[config.mk]
export PLATFORM = sky130hd
export DESIGN_NAME = nibble_serial_subtractor
export DESIGN_NICKNAME = d
export VERILOG_FILES = /design/src/rtl/nibble_serial_subtractor.sv
export SDC_FILE = /design/constraint.sdc
export NUM_CORES = 1
export LEC_CHECK = 0
export BUFFER_PORTS_ARGS = -buffer_cell sky130_fd_sc_hd__buf_2
export CORE_AREA = 2 2 72 74
export DETAILED_ROUTE_END_ITERATION = 10
export DIE_AREA = 0 0 74 76
export GPL_ROUTABILITY_DRIVEN = 0
export PLACE_DENSITY_LB_ADDON = 0.08
export SETUP_SLACK_MARGIN = 0.5
export SKIP_CTS_REPAIR_TIMING = 1
export SLEW_MARGIN = 30
export SYNTH_ARGS = -nofsm -noshare
export SYNTH_HDL_FRONTEND = slang
export SYNTH_SLANG_ARGS = --single-unit
export TNS_END_PERCENT = 50
[constraint.sdc]
create_clock -name clk -period 3.6 [get_ports clk]
set_input_delay 0.36 -clock clk [delete_from_list [all_inputs] [get_ports clk]]
set_output_delay 0.36 -clock clk [all_outputs]
set_load 0.03 [all_outputs]
[src/rtl/nibble_serial_subtractor.sv]
// -----------------------------------------------------------------------------
// nibble_serial_subtractor
//
// Multi-cycle two's-complement subtractor: diff = a - b - bin (modulo 2^WIDTH).
// A single 4-bit slice is reused once per clock, least significant nibble
// first. The borrow is carried between nibbles as a registered "carry" in
// add-the-complement form (carry = ~borrow), so each step is a plain
// a_nib + ~b_nib + carry.
//
// Optional feature macro: OVERFLOW_DETECT_EN
//   defined   -> port ovf is present (signed overflow flag, registered)
//   undefined -> port ovf and its logic are absent
//
// Parameters
//   WIDTH      operand/result width, multiple of 4 and >= 4 (default 16)
//
// Ports
//   clk        rising-edge clock
//   rst_n      asynchronous active-low reset
//   in_valid   operands valid (sampled only in IDLE)
//   in_ready   block can accept operands (combinational decode of IDLE)
//   a, b       minuend / subtrahend
//   bin        borrow in
//   out_valid  result valid, held until out_ready
//   out_ready  consumer accepts result
//   diff       a - b - bin, modulo 2^WIDTH
//   bout       borrow out, 1 iff unsigned a < b + bin
//   ovf        signed overflow (OVERFLOW_DETECT_EN only)
// -----------------------------------------------------------------------------
module nibble_serial_subtractor #(
  parameter int WIDTH = 16
) (
  input  logic             clk,
  input  logic             rst_n,
  input  logic             in_valid,
  output logic             in_ready,
  input  logic [WIDTH-1:0] a,
  input  logic [WIDTH-1:0] b,
  input  logic             bin,
  output logic             out_valid,
  input  logic             out_ready,
  output logic [WIDTH-1:0] diff,
  output logic             bout
`ifdef OVERFLOW_DETECT_EN
  ,
  output logic             ovf
`endif
);

  localparam int NIB  = WIDTH / 4;
  localparam int IDXW = (NIB > 1) ? $clog2(NIB) : 1;
  localparam logic [IDXW-1:0] LAST_IDX = IDXW'(NIB - 1);

  localparam logic [1:0] IDLE = 2'd0;
  localparam logic [1:0] CALC = 2'd1;
  localparam logic [1:0] DONE = 2'd2;

  // One nibble step of a - b expressed as a + ~b + carry; bit 4 is the carry.
  function automatic logic [4:0] nib_sub(input logic [3:0] a_n,
                                         input logic [3:0] b_n,
                                         input logic       cin);
    nib_sub = {1'b0, a_n} + {1'b0, ~b_n} + {4'b0000, cin};
  endfunction

`ifdef OVERFLOW_DETECT_EN
  // Signed overflow of a - b: operand signs differ and result sign differs
  // from the minuend sign.
  function automatic logic sub_ovf(input logic a_msb,
                                   input logic b_msb,
                                   input logic d_msb);
    sub_ovf = (a_msb != b_msb) && (d_msb != a_msb);
  endfunction
`endif

  logic [1:0]       state_r;
  logic [1:0]       state_nxt_s;
  logic [WIDTH-1:0] a_r;
  logic [WIDTH-1:0] b_r;
  logic             carry_r;
  logic [IDXW-1:0]  idx_r;
  logic [WIDTH-1:0] diff_r;
  logic             bout_r;
  logic             out_valid_r;
`ifdef OVERFLOW_DETECT_EN
  logic             ovf_r;
`endif

  logic [3:0]       a_nib_s;
  logic [3:0]       b_nib_s;
  logic [4:0]       sum_s;
  logic             last_s;

  // Select the nibble pair addressed by idx and run the shared slice.
  always_comb begin
    a_nib_s = a_r[{idx_r, 2'b00} +: 4];
    b_nib_s = b_r[{idx_r, 2'b00} +: 4];
    sum_s   = nib_sub(a_nib_s, b_nib_s, carry_r);
    last_s  = (idx_r == LAST_IDX);
  end

  // Next-state decode for IDLE -> CALC -> DONE -> IDLE.
  always_comb begin
    state_nxt_s = state_r;
    case (state_r)
      IDLE: begin
        if (in_valid) begin
          state_nxt_s = CALC;
        end else begin
          state_nxt_s = IDLE;
        end
      end
      CALC: begin
        if (last_s) begin
          state_nxt_s = DONE;
        end else begin
          state_nxt_s = CALC;
        end
      end
      DONE: begin
        if (out_ready) begin
          state_nxt_s = IDLE;
        end else begin
          state_nxt_s = DONE;
        end
      end
      default: begin
        state_nxt_s = IDLE;
      end
    endcase
  end

  // State, operand latch, nibble-serial datapath and result registers.
  always_ff @(posedge clk or negedge rst_n) begin
    if (!rst_n) begin
      state_r     <= IDLE;
      a_r         <= {WIDTH{1'b0}};
      b_r         <= {WIDTH{1'b0}};
      carry_r     <= 1'b0;
      idx_r       <= {IDXW{1'b0}};
      diff_r      <= {WIDTH{1'b0}};
      bout_r      <= 1'b0;
      out_valid_r <= 1'b0;
`ifdef OVERFLOW_DETECT_EN
      ovf_r       <= 1'b0;
`endif
    end else begin
      state_r <= state_nxt_s;
      case (state_r)
        IDLE: begin
          if (in_valid) begin
            a_r     <= a;
            b_r     <= b;
            // No incoming borrow means the +1 of the two's complement.
            carry_r <= ~bin;
            idx_r   <= {IDXW{1'b0}};
          end
        end
        CALC: begin
          diff_r[{idx_r, 2'b00} +: 4] <= sum_s[3:0];
          carry_r                     <= sum_s[4];
          idx_r                       <= idx_r + IDXW'(1);
          if (last_s) begin
            bout_r      <= ~sum_s[4];
            out_valid_r <= 1'b1;
`ifdef OVERFLOW_DETECT_EN
            // The top nibble's bit 3 is the result sign bit.
            ovf_r       <= sub_ovf(a_r[WIDTH-1], b_r[WIDTH-1], sum_s[3]);
`endif
          end
        end
        DONE: begin
          if (out_ready) begin
            out_valid_r <= 1'b0;
          end
        end
        default: begin
          out_valid_r <= 1'b0;
        end
      endcase
    end
  end

  assign in_ready  = (state_r == IDLE);
  assign out_valid = out_valid_r;
  assign diff      = diff_r;
  assign bout      = bout_r;
`ifdef OVERFLOW_DETECT_EN
  assign ovf       = ovf_r;
`endif

endmodule

# --- Word-level counts from Yosys, hierarchy flattened ---
# Index checks and enable logic that the tools add are counted.
op_classes:
  muxes: 12
  n_shift: 4
  n_addsub: 4
  n_bitwise: 4
  eq_ne: 6
  n_reduce_logical: 6
op_table:
  columns: ["operator", "count"]
  rows:
  - ["$shiftx 16x5->4", 2]
  - ["$bwmux 16", 1]
  - ["$shift 4x6->16 const A", 1]
  - ["$shiftx 4x6->16", 1]
  - ["$mux 2", 3]
  - ["$ne 2x2->1 const B", 3]
  - ["$neg 4->6", 1]
  - ["$pmux 2 s3", 1]
  - ["$reduce_and 2->1", 3]
  - ["$add 4x4->5", 1]
  - ["$add 5x1->5", 1]
  - ["$eq 2x2->1 const B", 2]
  - ["$mux 1", 4]
  - ["$not 4->4", 1]
  - ["$pmux 2 s2", 1]
  - ["$not 1->1", 3]
  - ["$pmux 1 s3", 1]
  - ["$reduce_and 3->1", 1]
  - ["$add 2x1->2 const B", 1]
  - ["$eq 2x1->1 const B", 1]
  - ["$logic_not 2->1", 1]
  - ["$pmux 1 s2", 1]
  - ["$reduce_bool 2->1", 1]
totals:
  ff_bits: 55
  word_cells: 44
  in_bits: 37

# --- Depth between registers and ports, before layout ---
depth:
  ltp_word: 6
  mapped_depth: 9

# --- Worst setup path before layout ---
# Ideal clock, no wire load.
synth_path:
  kind: "register to register"
  start: "register idx_r[0]"
  end: "register bout_r (netlist: bout)"
  required_ns: 3.472
  synth_period_minus_slack_ns: 2.743
  path_slack_ns: 0.857
  path_stages_with_launch: 10
  arrival_ns: 2.615
  cell_sequence: "dfrtp_1 -> buf_2 -> buf_2 -> mux4_2 -> fa_1 -> fa_1 -> inv_1 -> a21o_1 -> a21oi_1 -> mux2_1"
synth_between:
  elab_chain_len: 5
synth_lines:
  columns: ["element", "line_no", "rtl"]
  rows:
  - ["start, declared", "80", "logic [IDXW-1:0] idx_r;"]
  - ["start signal, assigned", "139", "idx_r <= {IDXW{1'b0}};"]
  - ["start signal, assigned", "155", "idx_r <= {IDXW{1'b0}};"]
  - ["start signal, assigned", "161", "idx_r <= idx_r + IDXW'(1);"]
  - ["$shiftx 16x5->4", "96", "b_nib_s = b_r[{idx_r, 2'b00} +: 4];"]
  - ["$not 4->4", "62", "nib_sub = {1'b0, a_n} + {1'b0, ~b_n} + {4'b0000, cin};"]
  - ["$add 4x4->5", "62", null]
  - ["$add 5x1->5", "62", null]
  - ["$not 1->1", "163", "bout_r <= ~sum_s[4];"]
  - ["end signal, assigned", "163", null]
  - ["end, declared", "82", "logic bout_r;"]
# Parallel ways exist; a longest one is shown, timed or not.
# A chain may end at the register's enable or synchronous reset.

# --- Final worst setup path ---
# Ends and elaborated chain as after synthesis.

==> impl_metrics.ini <==
[cells_and_area]
fill_cells = 429
antenna_cells = 0
final_core_util_pct = 60.16
num-nets-final = 364
drive_gt1_share_pct = 24.44
area_growth_pct = 16.18
finalNonFillerCells = 385

[place]
io_buffer_count = 55
dp_hpwl_mm = 3.601
place_inst = 379

[clock_tree]
root_buffer = clkbuf_8
clk_path_buf_depth = 2
cts_sinks = 55
clk_latency_ns = 0.30
htreeDepth = 2
cts_made_buffers = 5
cts_tree = built
cts.clk_slew.worst_paths_ns = 0.09

[yosys]
yosysWarnings = 0
synth_nets = 310
ys_seq_area_share_pct = 54.11
yosys.area.top_type = dfrtp_1
synth_top_area_share_pct = 54.11
syn_inst = 262
avgSynthCellArea_um2 = 9.709
synth_area_um2 = 2544
ys_ff_latch = 55
ys_top_cells_by_area = dfrtp_1 54%, nand2_1 18%, mux4_2 7.1%, ha_1 4.4%, o21ai_1 2.6%
ys_types = 31

[power_and_ir_drop]
pwr-share-seq_pct = 36.3
power_mw = 2.922
powerDensity_nw_per_um2 = 988.8
ir_worst_vdd_v = 0.0004293
pwr-share-clk_pct = 10.5
netSwitchingPower_mw = 1.310
p_sw_share_pct = 44.84
cell_internal_pwr_mw = 1.612
pwr-share-comb_pct = 53.2
leakage_nw = 1.567

[die]
chipHeight_um = 76
die_area_um2 = 5624
rows = 26
core_area_um2 = 4912
initial_utilization_pct = 51.78
die_x_um = 74
io-pin-count = 56

[setup_path]
critPathMaxFanout = 5
critPathArrivalTime_ns = 2.66
startpoint_type = flip-flop
crit_type = reg -> reg
required_ns = 3.79
crit_path_end_kind = flip-flop

[sta]
fin_crit_ns = 2.472
rsz0062_at_grt = false
relSlewSlack_pct = 61.02
tns_ns = 0
worstMarginPinSlew_ns = 0.5848
clock.fmax_mhz = 404.5
maxSlewViolCount = 0
setup_viol = 0
skew_ns = 0.003569
finalCritPeriodShare_pct = 68.67
finalHoldViolations = 0

[route]
wire_per_inst_um = 12.83
drc = 0
drtAntennaViolNets = 0
initialDrtViolationCount = 98
routed_wl_mm = 4.941
first_pass_iters = 4
vias = 1879
viasPerCell = 4.881

[global_route]
grt_pass1_vias = 1867
antenna_found_initial = 0
use_met3_pct = 4.497
grt_max_degree = 41
grt_pass1_wl_mm = 8.756
grtUsageTotal_pct = 19.92
grtUsageMet1_pct = 28.24
met2_usage_pct = 31.52
grt.busiest_layer = met2
grt_overflow_total = 0

[hold_path]
hp-class = in -> async

[status]
status = finished clean

[flow_run]
maxCapViolCount = 0
==> power by group through the flow <==
stage	logic (mW)	clock network, mW	registers (mW)
6_report	1.55	0.308	1.06
5_1_grt	1.76	0.352	1.10
4_1_cts	1.58	0.320	1.07
3_5_place_dp	1.57	0	1.08
3_3_place_gp	1.54	0	1.08
2_1_floorplan	1.09	0	1.13
==> critical path, stage by stage, from the launching register on <==
cell	delay, ns
dfrtp_1	0.47
mux4_2	0.54
fa_1	0.40
fa_1	0.41
inv_1	0.07
a21o_1	0.10
a21oi_1	0.09
mux2_1	0.29
==> cell type report <==
type	instances	area, µm²	area share (%)
clock buffer	6	72.57	2.456
multi-input combinational	186	1081	36.58
sequential	55	1376	46.57
timing repair buffer	58	300.3	10.16
inverter	10	37.54	1.270
tap	70	87.58	2.964
==> stage by stage <==
stage / instance area, µm² / setup WS, ns / hold WS, ns
after detailed placement: 2880 / 1.124 / 0.4605
after global routing: 2955 / 0.9830 / 0.04744
after floorplan: 2544 / 0.8572 / 0.06441
after CTS: 2953 / 1.114 / 0.2028
after global placement: 2879 / 1.153 / 0.4580
final: 2955 / 1.128 / 0.02613
==> path summary, 6_finish.rpt <==
check	from	endpoint	slack (ns)	depth (start not counted)
worst max-delay path	idx_r[0]	bout	1.13	7
worst min-delay path	rst_n	a_r[0]	0.03	1
worst max register to register	idx_r[0]	bout	1.13	7
worst min register to register	b_r[3]	b_r[3]	0.48	2
max in group asynchronous	rst_n	diff[9]	2.97	2
min in group clk	a[10]	a_r[10]	0.25	3
==> cell usage after synthesis <==
master	n
o31ai_1	2
a21oi_1	3
or4_4	1
o221ai_1	1
ha_1	9
a21o_1	1
and2_1	1
and3_1	1
buf_1	3
xor2_1	2
nand2b_1	2
buf_2	7
nor2_1	6
dfrtp_1	55
mux2_1	1
clkinv_1	1
nor3b_2	1
nand2_1	119
inv_2	2
o21ai_1	13
nand2b_2	1
nand4_1	1
a22o_1	3
o21ai_0	2
mux4_2	8
clkbuf_1	1
fa_1	2
a32o_1	1
nor2b_1	2
inv_1	7
nand3_1	3
==> routing by layer <==
metal  share of wire, %  routed length [µm]  vias up
li1                   -                   -      952
met1                 48                2360      880
met2                 47                2334       41
met3                3.6                 180        6
met4                1.3                  65        0
met5                  0                   0        -
==> sequential cells by signal, indices dropped and copies added, names as in the netlist <==
name,count
a_r,16
carry_r,1
idx_r,2
out_valid,1
b_r,16
diff,16
bout,1
state_r,2
==> cells in the final DEF (no fill, tap or decap), types with 3 or more instances in the layout <==
master / instances
nand3_1: 3
ha_1: 9
nor2_1: 6
buf_2: 54
mux4_2: 8
a22o_1: 3
dfrtp_1: 55
clkbuf_8: 5
inv_1: 7
o21ai_1: 13
buf_4: 4
a21oi_1: 3
nand2_1: 119
==> kinds of logic after synthesis <==
| logic type | share of synthesized area (%) |
|---|---|
| buf+inv | 3.443 |
| fa+ha+maj | 6.001 |
| mux | 7.526 |
| flops | 54.11 |
| compound gates | 6.198 |
| xor+xnor | 0.6888 |
| simple gates | 22.04 |
Note: power is estimated with default switching activity, not from simulation.
